**config.mk**
```make
export PLATFORM = sky130hd
export DESIGN_NAME = ramcard_mem_arbiter_flat
export DESIGN_NICKNAME = d
export VERILOG_FILES = /design/src/rtl/ramcard_mem_arbiter_if.sv /design/src/rtl/ramcard_mem_arbiter.sv /design/src/flat_wrapper.sv
export SDC_FILE = /design/constraint.sdc
export NUM_CORES = 1
export LEC_CHECK = 0
export BUFFER_PORTS_ARGS = -buffer_cell sky130_fd_sc_hd__buf_4
export CAP_MARGIN = 20
export CELL_PAD_IN_SITES_DETAIL_PLACEMENT = 1
export CELL_PAD_IN_SITES_GLOBAL_PLACEMENT = 1
export CORE_MARGIN = 4
export CORE_UTILIZATION = 38
export CTS_BUF_LIST = sky130_fd_sc_hd__clkbuf_4 sky130_fd_sc_hd__clkbuf_8 sky130_fd_sc_hd__clkbuf_16
export CTS_CLUSTER_SIZE = 14
export DETAILED_ROUTE_END_ITERATION = 10
export PLACE_DENSITY = 0.84
export SLEW_MARGIN = 20
export SYNTH_ARGS = -nofsm -noshare
export SYNTH_HDL_FRONTEND = slang
export SYNTH_SLANG_ARGS = --single-unit
```
**constraint.sdc**
```tcl
create_clock -name clk -period 5.32 [get_ports clk]
set_clock_uncertainty 0.05 [all_clocks]
set_input_delay 0.532 -clock clk [delete_from_list [all_inputs] [get_ports clk]]
set_output_delay 0.532 -clock clk [all_outputs]
set_load 0.05 [all_outputs]
```
**src/rtl/ramcard_mem_arbiter_if.sv**
```systemverilog
// Request/acknowledge bus shared by the CPU, video and memory sides
// of the RAM card arbiter.
interface ramcard_mem_arbiter_if #(
    parameter int ADDR_W = 24,
    parameter int DATA_W = 8
);
    logic              req;
    logic              we;
    logic [ADDR_W-1:0] addr;
    logic [DATA_W-1:0] din;
    logic [DATA_W-1:0] dout;
    logic              ack;

    modport master (
        output req, we, addr, din,
        input  dout, ack
    );

    modport slave (
        input  req, we, addr, din,
        output dout, ack
    );
endinterface

```
**src/rtl/ramcard_mem_arbiter.sv**
```systemverilog
// Single-port RAM arbiter: CPU has priority, video is protected by a
// starvation counter, and a watchdog aborts hung memory transactions.
module ramcard_mem_arbiter #(
    parameter int ADDR_W       = 24,
    parameter int DATA_W       = 8,
    parameter int VID_MAX_WAIT = 4,
    parameter int TIMEOUT      = 255
) (
    input  logic                  clk,
    input  logic                  reset_in,
    ramcard_mem_arbiter_if.slave  cpu,
    ramcard_mem_arbiter_if.slave  vid,
    ramcard_mem_arbiter_if.master mem,
    output logic                  busy,
    output logic                  err_timeout
);

    typedef enum logic [1:0] {
        S_IDLE,
        S_ISSUE,
        S_WAIT,
        S_DONE
    } state_t;

    localparam logic [3:0] VMAX    = 4'(VID_MAX_WAIT);
    localparam logic [7:0] WD_LAST = 8'(TIMEOUT - 1);

    state_t state;
    state_t state_nxt;

    logic              owner_q;
    logic              we_q;
    logic [ADDR_W-1:0] addr_q;
    logic [DATA_W-1:0] din_q;
    logic [DATA_W-1:0] cpu_dout_q;
    logic [DATA_W-1:0] vid_dout_q;
    logic [3:0]        starve_q;
    logic [7:0]        wdog_q;
    logic              holdoff_q;
    logic              err_q;

    logic win_vid;
    logic grant;
    logic wd_expire;
    logic mem_on;

    // Arbitration: priority is judged on the raw requests; the holdoff
    // cycle only refuses to re-grant the requester just served.
    always_comb begin
        win_vid   = vid.req & (~cpu.req | (starve_q == VMAX));
        grant     = (state == S_IDLE) & (cpu.req | vid.req)
                  & ~(holdoff_q & (win_vid == owner_q));
        wd_expire = (wdog_q == WD_LAST);
    end

    // State register.
    always_ff @(posedge clk) begin
        if (reset_in) begin
            state <= S_IDLE;
        end else begin
            state <= state_nxt;
        end
    end

    // Next-state logic; a memory ack wins over a same-cycle watchdog expiry.
    always_comb begin
        state_nxt = state;
        unique case (state)
            S_IDLE:  if (grant) state_nxt = S_ISSUE;
            S_ISSUE: state_nxt = S_WAIT;
            S_WAIT:  if (mem.ack || wd_expire) state_nxt = S_DONE;
            S_DONE:  state_nxt = S_IDLE;
            default: state_nxt = S_IDLE;
        endcase
    end

    // Grant latching, starvation counter, watchdog and read-data capture.
    always_ff @(posedge clk) begin
        if (reset_in) begin
            owner_q    <= 1'b0;
            we_q       <= 1'b0;
            addr_q     <= '0;
            din_q      <= '0;
            cpu_dout_q <= '0;
            vid_dout_q <= '0;
            starve_q   <= 4'd0;
            wdog_q     <= 8'd0;
            holdoff_q  <= 1'b0;
            err_q      <= 1'b0;
        end else begin
            holdoff_q <= (state == S_DONE);
            if (grant) begin
                owner_q <= win_vid;
                we_q    <= win_vid ? 1'b0 : cpu.we;
                addr_q  <= win_vid ? vid.addr : cpu.addr;
                din_q   <= win_vid ? '0 : cpu.din;
                if (win_vid || !vid.req) begin
                    starve_q <= 4'd0;
                end else if (starve_q != VMAX) begin
                    starve_q <= starve_q + 4'd1;
                end
            end
            if (state == S_ISSUE) begin
                wdog_q <= 8'd0;
            end else if (state == S_WAIT) begin
                wdog_q <= wdog_q + 8'd1;
                if (mem.ack) begin
                    if (owner_q) vid_dout_q <= mem.dout;
                    else         cpu_dout_q <= mem.dout;
                end else if (wd_expire) begin
                    if (owner_q) vid_dout_q <= '1;
                    else         cpu_dout_q <= '1;
                    err_q <= 1'b1;
                end
            end
        end
    end

    // Outputs decoded from the current state and the latched fields.
    always_comb begin
        mem_on      = (state == S_ISSUE) || (state == S_WAIT);
        mem.req     = mem_on;
        mem.we      = we_q & mem_on;
        mem.addr    = addr_q;
        mem.din     = din_q;
        cpu.ack     = (state == S_DONE) & ~owner_q;
        vid.ack     = (state == S_DONE) & owner_q;
        cpu.dout    = cpu_dout_q;
        vid.dout    = vid_dout_q;
        busy        = (state != S_IDLE);
        err_timeout = err_q;
    end

endmodule

```
**src/flat_wrapper.sv**
```systemverilog
// flat-port wrapper written by rule: the top's interface ports become plain ports
module ramcard_mem_arbiter_flat 
#(
    parameter int ADDR_W       = 24,
    parameter int DATA_W       = 8,
    parameter int VID_MAX_WAIT = 4,
    parameter int TIMEOUT      = 255
)
  (clk, reset_in, busy, err_timeout, cpu_req, cpu_we, cpu_addr, cpu_din, cpu_dout, cpu_ack, vid_req, vid_we, vid_addr, vid_din, vid_dout, vid_ack, mem_req, mem_we, mem_addr, mem_din, mem_dout, mem_ack);
  ramcard_mem_arbiter_if #(.ADDR_W(ADDR_W), .DATA_W(DATA_W)) cpu_i ();
  ramcard_mem_arbiter_if #(.ADDR_W(ADDR_W), .DATA_W(DATA_W)) vid_i ();
  ramcard_mem_arbiter_if #(.ADDR_W(ADDR_W), .DATA_W(DATA_W)) mem_i ();
  input  logic clk;
  input  logic reset_in;
  output logic busy;
  output logic err_timeout;
  input wire logic [$bits(cpu_i.req)-1:0] cpu_req;
  input wire logic [$bits(cpu_i.we)-1:0] cpu_we;
  input wire logic [$bits(cpu_i.addr)-1:0] cpu_addr;
  input wire logic [$bits(cpu_i.din)-1:0] cpu_din;
  output wire logic [$bits(cpu_i.dout)-1:0] cpu_dout;
  output wire logic [$bits(cpu_i.ack)-1:0] cpu_ack;
  input wire logic [$bits(vid_i.req)-1:0] vid_req;
  input wire logic [$bits(vid_i.we)-1:0] vid_we;
  input wire logic [$bits(vid_i.addr)-1:0] vid_addr;
  input wire logic [$bits(vid_i.din)-1:0] vid_din;
  output wire logic [$bits(vid_i.dout)-1:0] vid_dout;
  output wire logic [$bits(vid_i.ack)-1:0] vid_ack;
  output wire logic [$bits(mem_i.req)-1:0] mem_req;
  output wire logic [$bits(mem_i.we)-1:0] mem_we;
  output wire logic [$bits(mem_i.addr)-1:0] mem_addr;
  output wire logic [$bits(mem_i.din)-1:0] mem_din;
  input wire logic [$bits(mem_i.dout)-1:0] mem_dout;
  input wire logic [$bits(mem_i.ack)-1:0] mem_ack;
  assign cpu_i.req = cpu_req;
  assign cpu_i.we = cpu_we;
  assign cpu_i.addr = cpu_addr;
  assign cpu_i.din = cpu_din;
  assign cpu_dout = cpu_i.dout;
  assign cpu_ack = cpu_i.ack;
  assign vid_i.req = vid_req;
  assign vid_i.we = vid_we;
  assign vid_i.addr = vid_addr;
  assign vid_i.din = vid_din;
  assign vid_dout = vid_i.dout;
  assign vid_ack = vid_i.ack;
  assign mem_req = mem_i.req;
  assign mem_we = mem_i.we;
  assign mem_addr = mem_i.addr;
  assign mem_din = mem_i.din;
  assign mem_i.dout = mem_dout;
  assign mem_i.ack = mem_ack;
  ramcard_mem_arbiter #(.ADDR_W(ADDR_W), .DATA_W(DATA_W), .VID_MAX_WAIT(VID_MAX_WAIT), .TIMEOUT(TIMEOUT)) u_core (.clk(clk), .reset_in(reset_in), .cpu(cpu_i), .vid(vid_i), .mem(mem_i), .busy(busy), .err_timeout(err_timeout));
endmodule
```
==> out/qor.txt <==
Setup TNS = 0 ps
Gr usage total = 17.1%
Slew Limit Fails = 0
GP Congestion = 0.754
Synth cell types = 46
Core area = 0.00818 mm2
Die area = 0.00988 mm2
Antenna-violating nets left = 0
Mapped Area = 0.00318 mm2
Critical path origin = u_core.state[0]
Hold path startpoint = cpu_din[0]
Post-synthesis sequential area ratio = 41.6%
Clk pwr share = 19.0%
YS warnings = 0
CP top delay family = simple AND/OR/NAND/NOR gates
Max-cap check violation count = 0
Crit-path slowest cell = nor2b_1
Cell Rows = 33
CP max stage delay = 600 ps
Final wirelength = 8440 um
DRC Markers = 0
Switching Fraction = 45.3%
Clock slew at the register clock pins of the worst setup and hold paths = 70 ps
Syn Inst Count = 320
First-pass GRT wire length = 13800 um
Type of origin of the critical path = flip-flop
CTS root buf = clkbuf_8
Post-CTS Setup Bufs = 0
DRT Pass-1 Iters = 4
Crit path max fanout = 9
Worst Path Arrival = 2830 ps
Largest net degree at the start of global routing = 57
Synth top area share = 41.6%
Clock sinks = 66
Vias in the first global route = 2874
Power density cells = 493 mW/mm2
Sequential Power Share = 31.9%
Mean Syn Cell Area = 9.92 um2
Die Ht = 99.4 um
Number of synthesized flops with an enable pin = 0
Fmax = 0.379 GHz
Most used cell, CP = inv_1
Max H-tree Level = 3
Starting Density = 38.8%
Max-slew headroom = 26.0%
Met2 GRT Util = 29.8%
Violation count after the first detailed-route iteration = 83
Worst R2R Start = u_core.state[0]
Multi-input gate area in the final layout = 0.00167 mm2
Worst min path class = input pin to flip-flop
Setup violators final = 0
Clock buffer count from CTS = 9
Gr ovfl total = 0
Synthesized net count = 408
CP Data Required Time = 5510 ps
Tot Pwr = 2.11 mW
Area leader, netlist = dfxtp_1
Clk Latency, worst-skew pair = 330 ps
Status = finished, final reports clean
DR vias/cell = 5.11
Unrepaired setup endpoints after global routing = false
Placed cells = 527
Ys flop type = dfxtp_1
Port Buffers = 123
Clock buffer depth = 2
Synth area leaders = dfxtp_1, a211oi_2, mux2i_1
I/O pin total = 133
Endpoints failing hold = 0
Comb pwr share = 49.1%
GR Util met1 = 20.3%
Layer with the highest usage = met2
Non-Filler Instances = 543
CTS tree = done
CP Cell Sequence = inv_1 > ha_1 > inv_1 > nor3b_2 > nor2b_1 > nor2_1 > a211oi_1
CP endpoint kind = flip-flop
Flops & latches, synth = 66
Nets = 521
Dpl hpwl = 6320 um
Fillers = 978
# diodes = 0
Initial antenna violation count = 0
GR Layer Usage met3 = 5.19%
Worst Tran Pin Value = 1110 ps
Fin crit period = 2640 ps
Power Internal = 1.15 mW
Die width = 99.4 um
Peak supply drop = 261 uV
Critical setup path kind = flip-flop to flip-flop
DR WL/cell = 15.5 um
Area growth syn-to-layout = 34.6%
CP bufs+invs = 2
P_sw = 0.953 mW
Cts hold-fix bufs = 0
Post-synth ARST share = 0%
Leak pwr = 1.78 nW
Period utilisation layout = 49.6%
Via count = 2777
Post-CTS sizing = 0
Area of all sequential standard cells = 0.00132 mm2
Layout cells sized above 1 = 43.4%
==> Yosys cell counts, types with 2 or more instances <==
cell / number
dfxtp_1: 66
nor2_1: 40
mux2i_1: 26
a211oi_2: 24
nor2_2: 20
a211oi_1: 19
nor2b_1: 12
ha_1: 9
inv_1: 9
a21oi_1: 8
a22oi_1: 8
buf_4: 8
clkbuf_1: 7
nand2_1: 6
nand4_1: 5
o21ai_0: 5
and3_1: 4
nand3_1: 4
nor3_1: 3
or3_1: 3
xnor2_1: 3
xor2_1: 3
and2_1: 2
buf_12: 2
buf_2: 2
nand3b_1: 2
==> final cells by class <==
class / instances / share of cell area (%)
Sequential cell: 66 / 30.9
Inverter: 9 / 0.790
Clock buffer: 14 / 4.22
Tap cell: 105 / 3.07
Timing Repair Buffer: 124 / 21.8
Clock inverter: 2 / 0.234
Multi-Input combinational cell: 223 / 39.0
==> sequential cells by signal (all words and copies together), names as in the netlist <==
register / cells
u_core.mem.addr: 24
u_core.cpu.dout: 8
u_core.mem.din: 8
u_core.vid.dout: 8
u_core.wdog_q: 8
u_core.starve_q: 4
u_core.state: 2
u_core.err_timeout: 1
u_core.holdoff_q: 1
u_core.owner_q: 1
u_core.we_q: 1
==> power groups by stage <==
stage / Sequential [mW] / Combinational (mW) / Clock (mW)
after detailed placement: 0.683 / 1.05 / 0
after global placement: 0.676 / 1.02 / 0
after global routing: 0.688 / 1.11 / 0.437
after CTS: 0.672 / 1.05 / 0.416
after floorplan: 0.960 / 0.538 / 0
final: 0.671 / 1.03 / 0.401
==> cell usage in the layout (no fill, tap or decap), types with 3 or more instances in the layout <==
| cell | instances |
|---|---|
| xnor2_1 | 3 |
| inv_1 | 9 |
| a22oi_1 | 8 |
| nor2_2 | 20 |
| clkbuf_8 | 12 |
| nand2_1 | 6 |
| a211oi_2 | 24 |
| nor2_1 | 40 |
| o21ai_0 | 5 |
| nand3_1 | 4 |
| nor3_1 | 3 |
| nand4_1 | 5 |
| a211oi_1 | 19 |
| a21oi_1 | 7 |
| ha_1 | 9 |
| nor2b_1 | 12 |
| or3_1 | 3 |
| buf_4 | 124 |
| mux2i_1 | 26 |
| xor2_1 | 3 |
| dfxtp_1 | 66 |
| and3_1 | 3 |
==> logic make-up (layout without fill, tap and decap cells) <==
group                      Yosys count  count (layout)  share of synthesized area (%)
AOI/OAI and AO/OA                   71              71                           19.6
xor gates and xnor gates             6               6                           1.66
adders and majority gates            9               9                           3.55
buffers and inverters               31             149                           6.30
DFF                                 66              66                           41.6
muxes                               26              26                           8.20
and+or+nand+nor                    111             111                           19.1
==> final timing paths <==
path	end	slack, ps	depth (start not counted)
hold / removal	u_core.mem.din[0]	390	3
hold reg to reg	u_core.starve_q[3]	440	2
setup reg to reg	u_core.vid.dout[0]	2680	7
setup / recovery	u_core.vid.dout[0]	2680	7
==> metal layers <==
| layer | part of all wire (%) | wire length, um | vias up |
|---|---|---|---|
| li1 | - | - | 1364 |
| met1 | 42 | 3510 | 1322 |
| met2 | 50 | 4260 | 80 |
| met3 | 6.6 | 555 | 11 |
| met4 | 1.4 | 120 | 0 |
| met5 | 0 | 0 | - |
==> metrics by stage <==
stage / util, % / hold slack [ps] / area (um2) / worst slack (ps)
2_1_floorplan: - / 404 / 3180 / 3230
5_1_grt: 52.3 / 396 / 4270 / 2360
4_1_cts: 52.3 / 381 / 4270 / 2610
6_report: 52.3 / 392 / 4270 / 2680
3_3_place_gp: 50.0 / 422 / 4080 / 2780
3_5_place_dp: 50.0 / 433 / 4080 / 2630
==> tightest hold or removal path: stages <==
cell and delay [ps]:
buf_4 80, a22oi_1 50, nor2_1 70
Note: power is estimated with default switching activity, not from simulation.
